### src/rtl/nx_host_bridge_pkg.sv
// Shared types and constants for the Nexus host bridge.
// Message layout, host beat width, beat count and the egress FSM state enum.
package nx_host_bridge_pkg;

  localparam int NX_HOST_WIDTH = 8;

  typedef struct packed {
    logic [3:0]  opcode;
    logic [7:0]  addr;
    logic [15:0] data;
  } nx_message_t;

  localparam int NX_MSG_BITS = $bits(nx_message_t);

  // Host beats per message; pad bits sit at the top of beat 0.
  function automatic int nx_msg_beats(input int host_width);
    return (NX_MSG_BITS + host_width - 1) / host_width;
  endfunction

  function automatic int nx_idx_width(input int beats);
    return (beats > 1) ? $clog2(beats) : 1;
  endfunction

  localparam int NX_MSG_BYTES = nx_msg_beats(NX_HOST_WIDTH);

  typedef enum logic {
    NX_TX_IDLE = 1'b0,
    NX_TX_SEND = 1'b1
  } nx_bridge_tx_state_t;

endpackage

### src/rtl/nx_msg_serialiser.sv
// Egress half of the host bridge: captures one message from the control
// outbound port and plays it out MSB-first as host beats.
//
// state      | meaning
// NX_TX_IDLE | ready for a new message, no host beat offered
// NX_TX_SEND | message captured, offering beat tx_idx to the host
module nx_msg_serialiser
  import nx_host_bridge_pkg::*;
#(
  parameter int HOST_WIDTH = NX_HOST_WIDTH,
  parameter int MSG_BYTES  = NX_MSG_BYTES
) (
  input  logic                  clk_i,
  input  logic                  rst_ni,
  input  nx_message_t           msg_i,
  input  logic                  msg_valid_i,
  output logic                  msg_ready_o,
  output logic [HOST_WIDTH-1:0] byte_o,
  output logic                  byte_valid_o,
  input  logic                  byte_ready_i,
  output logic                  sending_o
);

  localparam int VEC_W = MSG_BYTES * HOST_WIDTH;
  localparam int IDX_W = nx_idx_width(MSG_BYTES);
  localparam logic [IDX_W-1:0] TX_LAST = IDX_W'(MSG_BYTES - 1);

  nx_bridge_tx_state_t   state_q;
  logic [VEC_W-1:0]      msg_q;
  logic [IDX_W-1:0]      tx_idx_q;
  logic [HOST_WIDTH-1:0] data_q;
  logic                  valid_q;
  logic                  ready_q;

  logic [VEC_W-1:0]      cap_vec;
  logic [IDX_W-1:0]      tx_next;

  // Zero-extension drives the pad bits of beat 0 low.
  assign cap_vec = VEC_W'(msg_i);
  assign tx_next = tx_idx_q + IDX_W'(1);

  // Egress FSM with registered handshake outputs and byte mux.
  always_ff @(posedge clk_i) begin
    if (!rst_ni) begin
      state_q  <= NX_TX_IDLE;
      msg_q    <= '0;
      tx_idx_q <= '0;
      data_q   <= '0;
      valid_q  <= 1'b0;
      ready_q  <= 1'b0;
    end else begin
      case (state_q)
        NX_TX_IDLE: begin
          if (msg_valid_i && ready_q) begin
            msg_q    <= cap_vec;
            tx_idx_q <= '0;
            data_q   <= cap_vec[VEC_W-1 -: HOST_WIDTH];
            valid_q  <= 1'b1;
            ready_q  <= 1'b0;
            state_q  <= NX_TX_SEND;
          end else begin
            ready_q <= 1'b1;
          end
        end
        NX_TX_SEND: begin
          if (byte_ready_i) begin
            if (tx_idx_q == TX_LAST) begin
              valid_q <= 1'b0;
              data_q  <= '0;
              ready_q <= 1'b1;
              state_q <= NX_TX_IDLE;
            end else begin
              tx_idx_q <= tx_next;
              data_q   <= msg_q[(MSG_BYTES - 1 - int'(tx_next)) * HOST_WIDTH +: HOST_WIDTH];
            end
          end
        end
        default: state_q <= NX_TX_IDLE;
      endcase
    end
  end

  assign msg_ready_o  = ready_q;
  assign byte_o       = data_q;
  assign byte_valid_o = valid_q;
  assign sending_o    = (state_q == NX_TX_SEND);

endmodule

### src/rtl/nx_host_bridge.sv
// Host-side endpoint of the Nexus control streams: assembles host beats into
// messages for the control inbound port and serialises control outbound
// messages back to host beats.
// Optional feature: define NX_HOST_BRIDGE_TIMEOUT_EN to drop a partial inbound
// message after TIMEOUT_CYCLES idle cycles.
module nx_host_bridge
  import nx_host_bridge_pkg::*;
#(
  parameter int HOST_WIDTH     = NX_HOST_WIDTH,
  parameter int TIMEOUT_CYCLES = 1024
) (
  input  logic                  clk_i,
  input  logic                  rst_ni,
  input  logic [HOST_WIDTH-1:0] host_ib_data_i,
  input  logic                  host_ib_valid_i,
  output logic                  host_ib_ready_o,
  output logic [HOST_WIDTH-1:0] host_ob_data_o,
  output logic                  host_ob_valid_o,
  input  logic                  host_ob_ready_i,
  output nx_message_t           ctrl_ib_data_o,
  output logic                  ctrl_ib_valid_o,
  input  logic                  ctrl_ib_ready_i,
  input  nx_message_t           ctrl_ob_data_i,
  input  logic                  ctrl_ob_valid_i,
  output logic                  ctrl_ob_ready_o,
  output logic                  rx_timeout_o,
  output logic                  busy_o
);

  localparam int MSG_BYTES = nx_msg_beats(HOST_WIDTH);
  localparam int VEC_W     = MSG_BYTES * HOST_WIDTH;
  localparam int IDX_W     = nx_idx_width(MSG_BYTES);
  localparam logic [IDX_W-1:0] RX_LAST = IDX_W'(MSG_BYTES - 1);

  logic [IDX_W-1:0]            rx_idx_q;
  logic [VEC_W-HOST_WIDTH-1:0] asm_q;
  nx_message_t                 hold_q;
  logic                        hold_valid_q;
  logic                        ib_ready_q;
  logic                        tx_sending;

  logic                        rx_accept;
  logic                        rx_last;
  logic                        rx_drop;
  logic [VEC_W-1:0]            rx_vec;
  logic                        unused_pad;

  assign rx_accept  = host_ib_valid_i && ib_ready_q;
  assign rx_last    = (rx_idx_q == RX_LAST);
  assign rx_vec     = {asm_q, host_ib_data_i};
  assign unused_pad = ^rx_vec[VEC_W-1:NX_MSG_BITS];

  // Ingress assembly, holding register and registered host ready.
  always_ff @(posedge clk_i) begin
    if (!rst_ni) begin
      rx_idx_q     <= '0;
      asm_q        <= '0;
      hold_q       <= '0;
      hold_valid_q <= 1'b0;
      ib_ready_q   <= 1'b0;
    end else begin
      if (rx_accept) begin
        asm_q    <= {asm_q[VEC_W-2*HOST_WIDTH-1:0], host_ib_data_i};
        rx_idx_q <= rx_last ? '0 : rx_idx_q + IDX_W'(1);
      end else if (rx_drop) begin
        rx_idx_q <= '0;
      end
      if (rx_accept && rx_last) begin
        hold_q       <= nx_message_t'(rx_vec[NX_MSG_BITS-1:0]);
        hold_valid_q <= 1'b1;
      end else if (hold_valid_q && ctrl_ib_ready_i) begin
        hold_valid_q <= 1'b0;
      end
      // Ready next cycle only if the holding register will be empty.
      ib_ready_q <= !((rx_accept && rx_last) || (hold_valid_q && !ctrl_ib_ready_i));
    end
  end

`ifdef NX_HOST_BRIDGE_TIMEOUT_EN
  localparam int TO_W = $clog2(TIMEOUT_CYCLES + 1);
  localparam logic [TO_W-1:0] TO_LOAD = TO_W'(TIMEOUT_CYCLES - 1);

  logic [TO_W-1:0] to_cnt_q;
  logic            to_pulse_q;

  // Rx_idx is 0 whenever the holding register is full; the gate keeps that explicit.
  assign rx_drop = (rx_idx_q != '0) && !hold_valid_q && !rx_accept && (to_cnt_q == '0);

  // Idle down-counter, reloaded on every accepted beat and while no message is in flight.
  always_ff @(posedge clk_i) begin
    if (!rst_ni) begin
      to_cnt_q   <= TO_LOAD;
      to_pulse_q <= 1'b0;
    end else begin
      to_pulse_q <= rx_drop;
      if (rx_accept || (rx_idx_q == '0)) begin
        to_cnt_q <= TO_LOAD;
      end else if (!hold_valid_q && (to_cnt_q != '0)) begin
        to_cnt_q <= to_cnt_q - TO_W'(1);
      end
    end
  end

  assign rx_timeout_o = to_pulse_q;
`else
  localparam int unused_timeout_cycles = TIMEOUT_CYCLES;

  assign rx_drop      = 1'b0;
  assign rx_timeout_o = 1'b0;
`endif

  nx_msg_serialiser #(
    .HOST_WIDTH (HOST_WIDTH),
    .MSG_BYTES  (MSG_BYTES)
  ) u_serialiser (
    .clk_i        (clk_i),
    .rst_ni       (rst_ni),
    .msg_i        (ctrl_ob_data_i),
    .msg_valid_i  (ctrl_ob_valid_i),
    .msg_ready_o  (ctrl_ob_ready_o),
    .byte_o       (host_ob_data_o),
    .byte_valid_o (host_ob_valid_o),
    .byte_ready_i (host_ob_ready_i),
    .sending_o    (tx_sending)
  );

  assign host_ib_ready_o = ib_ready_q;
  assign ctrl_ib_data_o  = hold_q;
  assign ctrl_ib_valid_o = hold_valid_q;
  assign busy_o          = (rx_idx_q != '0) || hold_valid_q || tx_sending;

endmodule
### config.mk
export PLATFORM = sky130hd
export DESIGN_NAME = nx_host_bridge
export DESIGN_NICKNAME = d
export VERILOG_FILES = /design/src/rtl/nx_host_bridge_pkg.sv /design/src/rtl/nx_msg_serialiser.sv /design/src/rtl/nx_host_bridge.sv
export SDC_FILE = /design/constraint.sdc
export NUM_CORES = 1
export LEC_CHECK = 0
export ABC_AREA = 0
export CORE_MARGIN = 1
export CORE_UTILIZATION = 30
export DETAILED_ROUTE_END_ITERATION = 10
export PLACE_DENSITY = 0.55
export SLEW_MARGIN = 20
export SYNTH_ARGS = -nofsm -noshare
export SYNTH_HDL_FRONTEND = slang
export SYNTH_SLANG_ARGS = --single-unit
### constraint.sdc
create_clock -name clk_i -period 2.1 [get_ports clk_i]
set_input_delay 0.315 -clock clk_i [delete_from_list [all_inputs] [get_ports clk_i]]
set_output_delay 0.315 -clock clk_i [all_outputs]
set_load 0.1 [all_outputs]
==> flow_summary_export.csv <==
group,metric,value,unit
clock_network,cts_made_buffers,9,
power,p_int,2.98,mW
clock_network,cts-root-buf,"clkbuf_16",
grt,antenna_found_initial,0,
timing,relSlewSlack,59.7,%
worst_setup_path,rr_worst_depth,4,
drt,dr.pass1.iters,4,
power,combPwrFrac,12.2,%
yosys,synth_ff_type,"dfxtp_1",
layout,stdcell_count,691,
yosys,yosysMostFrequentCell,"nand2_1",
outcome,run_status,"completed",
worst_setup_path,rrSetupSlack,0.28,ns
worst_setup_path,critPathMaxFanout,15,
die,dieHeight,116,µm
power,clkPwrFrac,40.5,%
drt,vias_per_cell,4.51,
worst_setup_path,critPathLaunch,"u_serialiser.tx_idx_q[1]",
grt,grt_overflow,0,
power,p_sw,0.966,mW
worst_setup_path,required,2.32,ns
worst_setup_path,critPathLaunchType,"flip-flop",
yosys,synthTopCellsByArea,"dfxtp_1, a21boi_0, nand2_1",
yosys,avgSynthCellArea,8.68,µm²
layout,n_antenna_cell,0,
drt,drt_iter0_markers,181,
power,leakage,1.83,nW
hold_path,hold_class,"flip-flop to flip-flop",
timing,finalSetupTns,0,ns
layout,layout-drive-gt1-share,15.4,%
clock_network,clk_pin_slew,0.06,ns
placement,routabilityCongestion,0.750,
worst_setup_path,r2r_start,"u_serialiser.tx_idx_q[1]",
grt,grt_max_degree,94,
run,drv_cap,0,
drt,remaining_drc_errors,0,
power,seq_power_share,47.3,%
worst_setup_path,critPathKind,"flip-flop to flip-flop",
die,num_rows,41,
layout,final_util,39.8,%
layout,layout.nets,561,
yosys,synth_edf_count,0,
drt,detail-route-antenna-nets,0,
yosys,netlist_area,0.00388,mm²
die,design.portCount,84,
clock_network,ctsHoldBuffers,0,
power,max-vdd-ir-drop,0.309,mV
yosys,synth_top_cells_by_count,"nand2_1, dfxtp_1, a21boi_0",
yosys,async_flop_share,0,%
clock_network,clock-sinks,93,
drt,avgRoutedWirePerCell,13.4,µm
timing,hold_violations,0,
timing,fin_crit,1.82,ns
yosys,yosysTopAreaCell,"dfxtp_1",
power,switching_share,24.5,%
yosys,yosysWarnings,0,
layout,area_growth,29.4,%
die,start_util,30.7,%
placement,placedCellCount,676,
timing,finClkSkew,0.00564,ns
die,core,0.0126,mm²
power,powerDensity,785,mW/mm²
yosys,synth_nets,493,
yosys,syn_inst,447,
hold_path,holdCritStartpoint,"ctrl_ib_data_o[23]",
power,total_power,3.94,mW
yosys,synth_top_cell_area_share,48.0,%
drt,drt_wl_total,9.26,mm
drt,num_vias,3113,
timing,max_freq,0.550,GHz
worst_setup_path,crit_path_end_kind,"flip-flop",
timing,fin_crit_sh,86.5,%
clock_network,clk_latency,0.33,ns
hold_path,whs_path_depth,2,
die,die_x,116,µm
timing,setup_viol,0,
clock_network,cts_resized,0,
timing,tightest_slew,0.605,ns
clock_network,clk_path_buf_depth,2,
yosys,yosysUniqueCellTypes,34,
clock_network,tritoncts,"done",
clock_network,cts_setup_buffers,0,
placement,io_buffers,82,
yosys,synth_seq_cells,93,
grt,grt_pass1_wl,14.7,mm
clock_network,h-tree-depth,3,
timing,report.final.slew_viol_count,0,
placement,place_area,0.00472,mm²
yosys,seq_area_frac_synth,48.0,%
worst_setup_path,critPathArrivalTime,2.04,ns
layout,postLayoutCellArea,0.00502,mm²
die,die-area,0.0134,mm²
timing,grt_setup_unrepaired,"false",
grt,grt_pass1_vias,2866,
placement,dpl.hpwl,6.38,mm
grt,grt_usage,14.2,%
cell families (layout without fill, tap and decap cells):
family,after synthesis,in the layout,share of synthesized area (%)
flops,93,93,48.0
compound gates,107,107,21.1
buf+inv,41,113,5.77
fa+ha+maj,4,4,1.29
simple gates,188,188,20.3
mux,13,13,3.48
other cells,1,1,0.0967
cell usage in the layout, fill, tap and decap left out:
cell type | netlist | routed
mux2i_1 | 9 | 9
nand2b_1 | 2 | 2
o311a_1 | 2 | 2
nor3b_2 | 1 | 1
a21boi_0 | 84 | 84
nor2b_1 | 2 | 2
a21oi_1 | 3 | 3
o21a_1 | 4 | 4
nand3_1 | 6 | 6
clkbuf_1 | 14 | 1
conb_1 | 1 | 1
nand2_1 | 159 | 159
a21bo_2 | 4 | 4
nand3b_1 | 6 | 6
nor3_1 | 3 | 3
buf_2 | 11 | 1
and3_1 | 2 | 2
o221a_2 | 1 | 1
and2_1 | 1 | 1
inv_1 | 5 | 5
or3b_4 | 1 | 1
o22ai_1 | 3 | 3
nor2_1 | 2 | 2
o211ai_1 | 4 | 4
buf_12 | 0 | 3
o22ai_2 | 1 | 1
ha_1 | 4 | 4
o221a_1 | 1 | 1
buf_4 | 8 | 49
nand2_2 | 1 | 1
dfxtp_1 | 93 | 93
clkbuf_16 | 0 | 9
mux2_2 | 4 | 4
clkbuf_8 | 0 | 5
clkdlybuf4s50_1 | 0 | 40
and3b_1 | 2 | 2
sequential cells by signal, indices dropped and copies added, names as in the netlist, 2 cells and up:
signal	cells
u_serialiser.msg_q	28
rx_idx_q	2
ctrl_ib_data_o	28
asm_q	20
u_serialiser.tx_idx_q	2
u_serialiser.byte_o	8
layer usage:
layer	track usage, %	share of wire (%)	vias up
li1	-	-	1609
met1	21.4	53	1434
met2	19.8	42	61
met3	2.35	3.8	9
met4	6.15	1.6	0
met5	0	0	-
through the flow:
step / hold WS, ns / worst slack [ns]
after global routing: 0.485 / 0.163
after CTS: 0.466 / 0.292
after floorplan: 0.440 / 0.0461
after global placement: 0.452 / 0.381
final: 0.463 / 0.283
after detailed placement: 0.458 / 0.309
worst paths after layout:
check / endpoint
setup reg to reg: u_serialiser.byte_o[0]
hold / removal: ctrl_ib_data_o[23]
setup / recovery: u_serialiser.byte_o[0]
hold reg to reg: ctrl_ib_data_o[23]
worst max-delay path, cell delays in order (launching register included):
cell	delay [ns]
dfxtp_1	0.32
ha_1	0.67
mux2i_1	0.29
o22ai_1	0.09
o311a_1	0.33
layout make-up:
| type | count | area (µm²) |
|---|---|---|
| fillers | 1335 | 7600 |
| flip-flops and latches | 93 | 1860 |
| multi-input cells | 313 | 1790 |
| repair buffers | 93 | 833 |
| clock buffers | 15 | 298 |
| well taps | 172 | 215 |
| inverters | 5 | 18.8 |
power groups by stage:
stage	logic (mW)	clock network (mW)	registers, mW
after floorplan	0.234	0	1.98
after global placement	0.480	0	1.90
after detailed placement	0.484	0	1.90
after CTS	0.486	1.65	1.86
after global routing	0.517	1.70	1.87
final	0.482	1.60	1.86
Note: power is estimated with default switching activity, not from simulation.
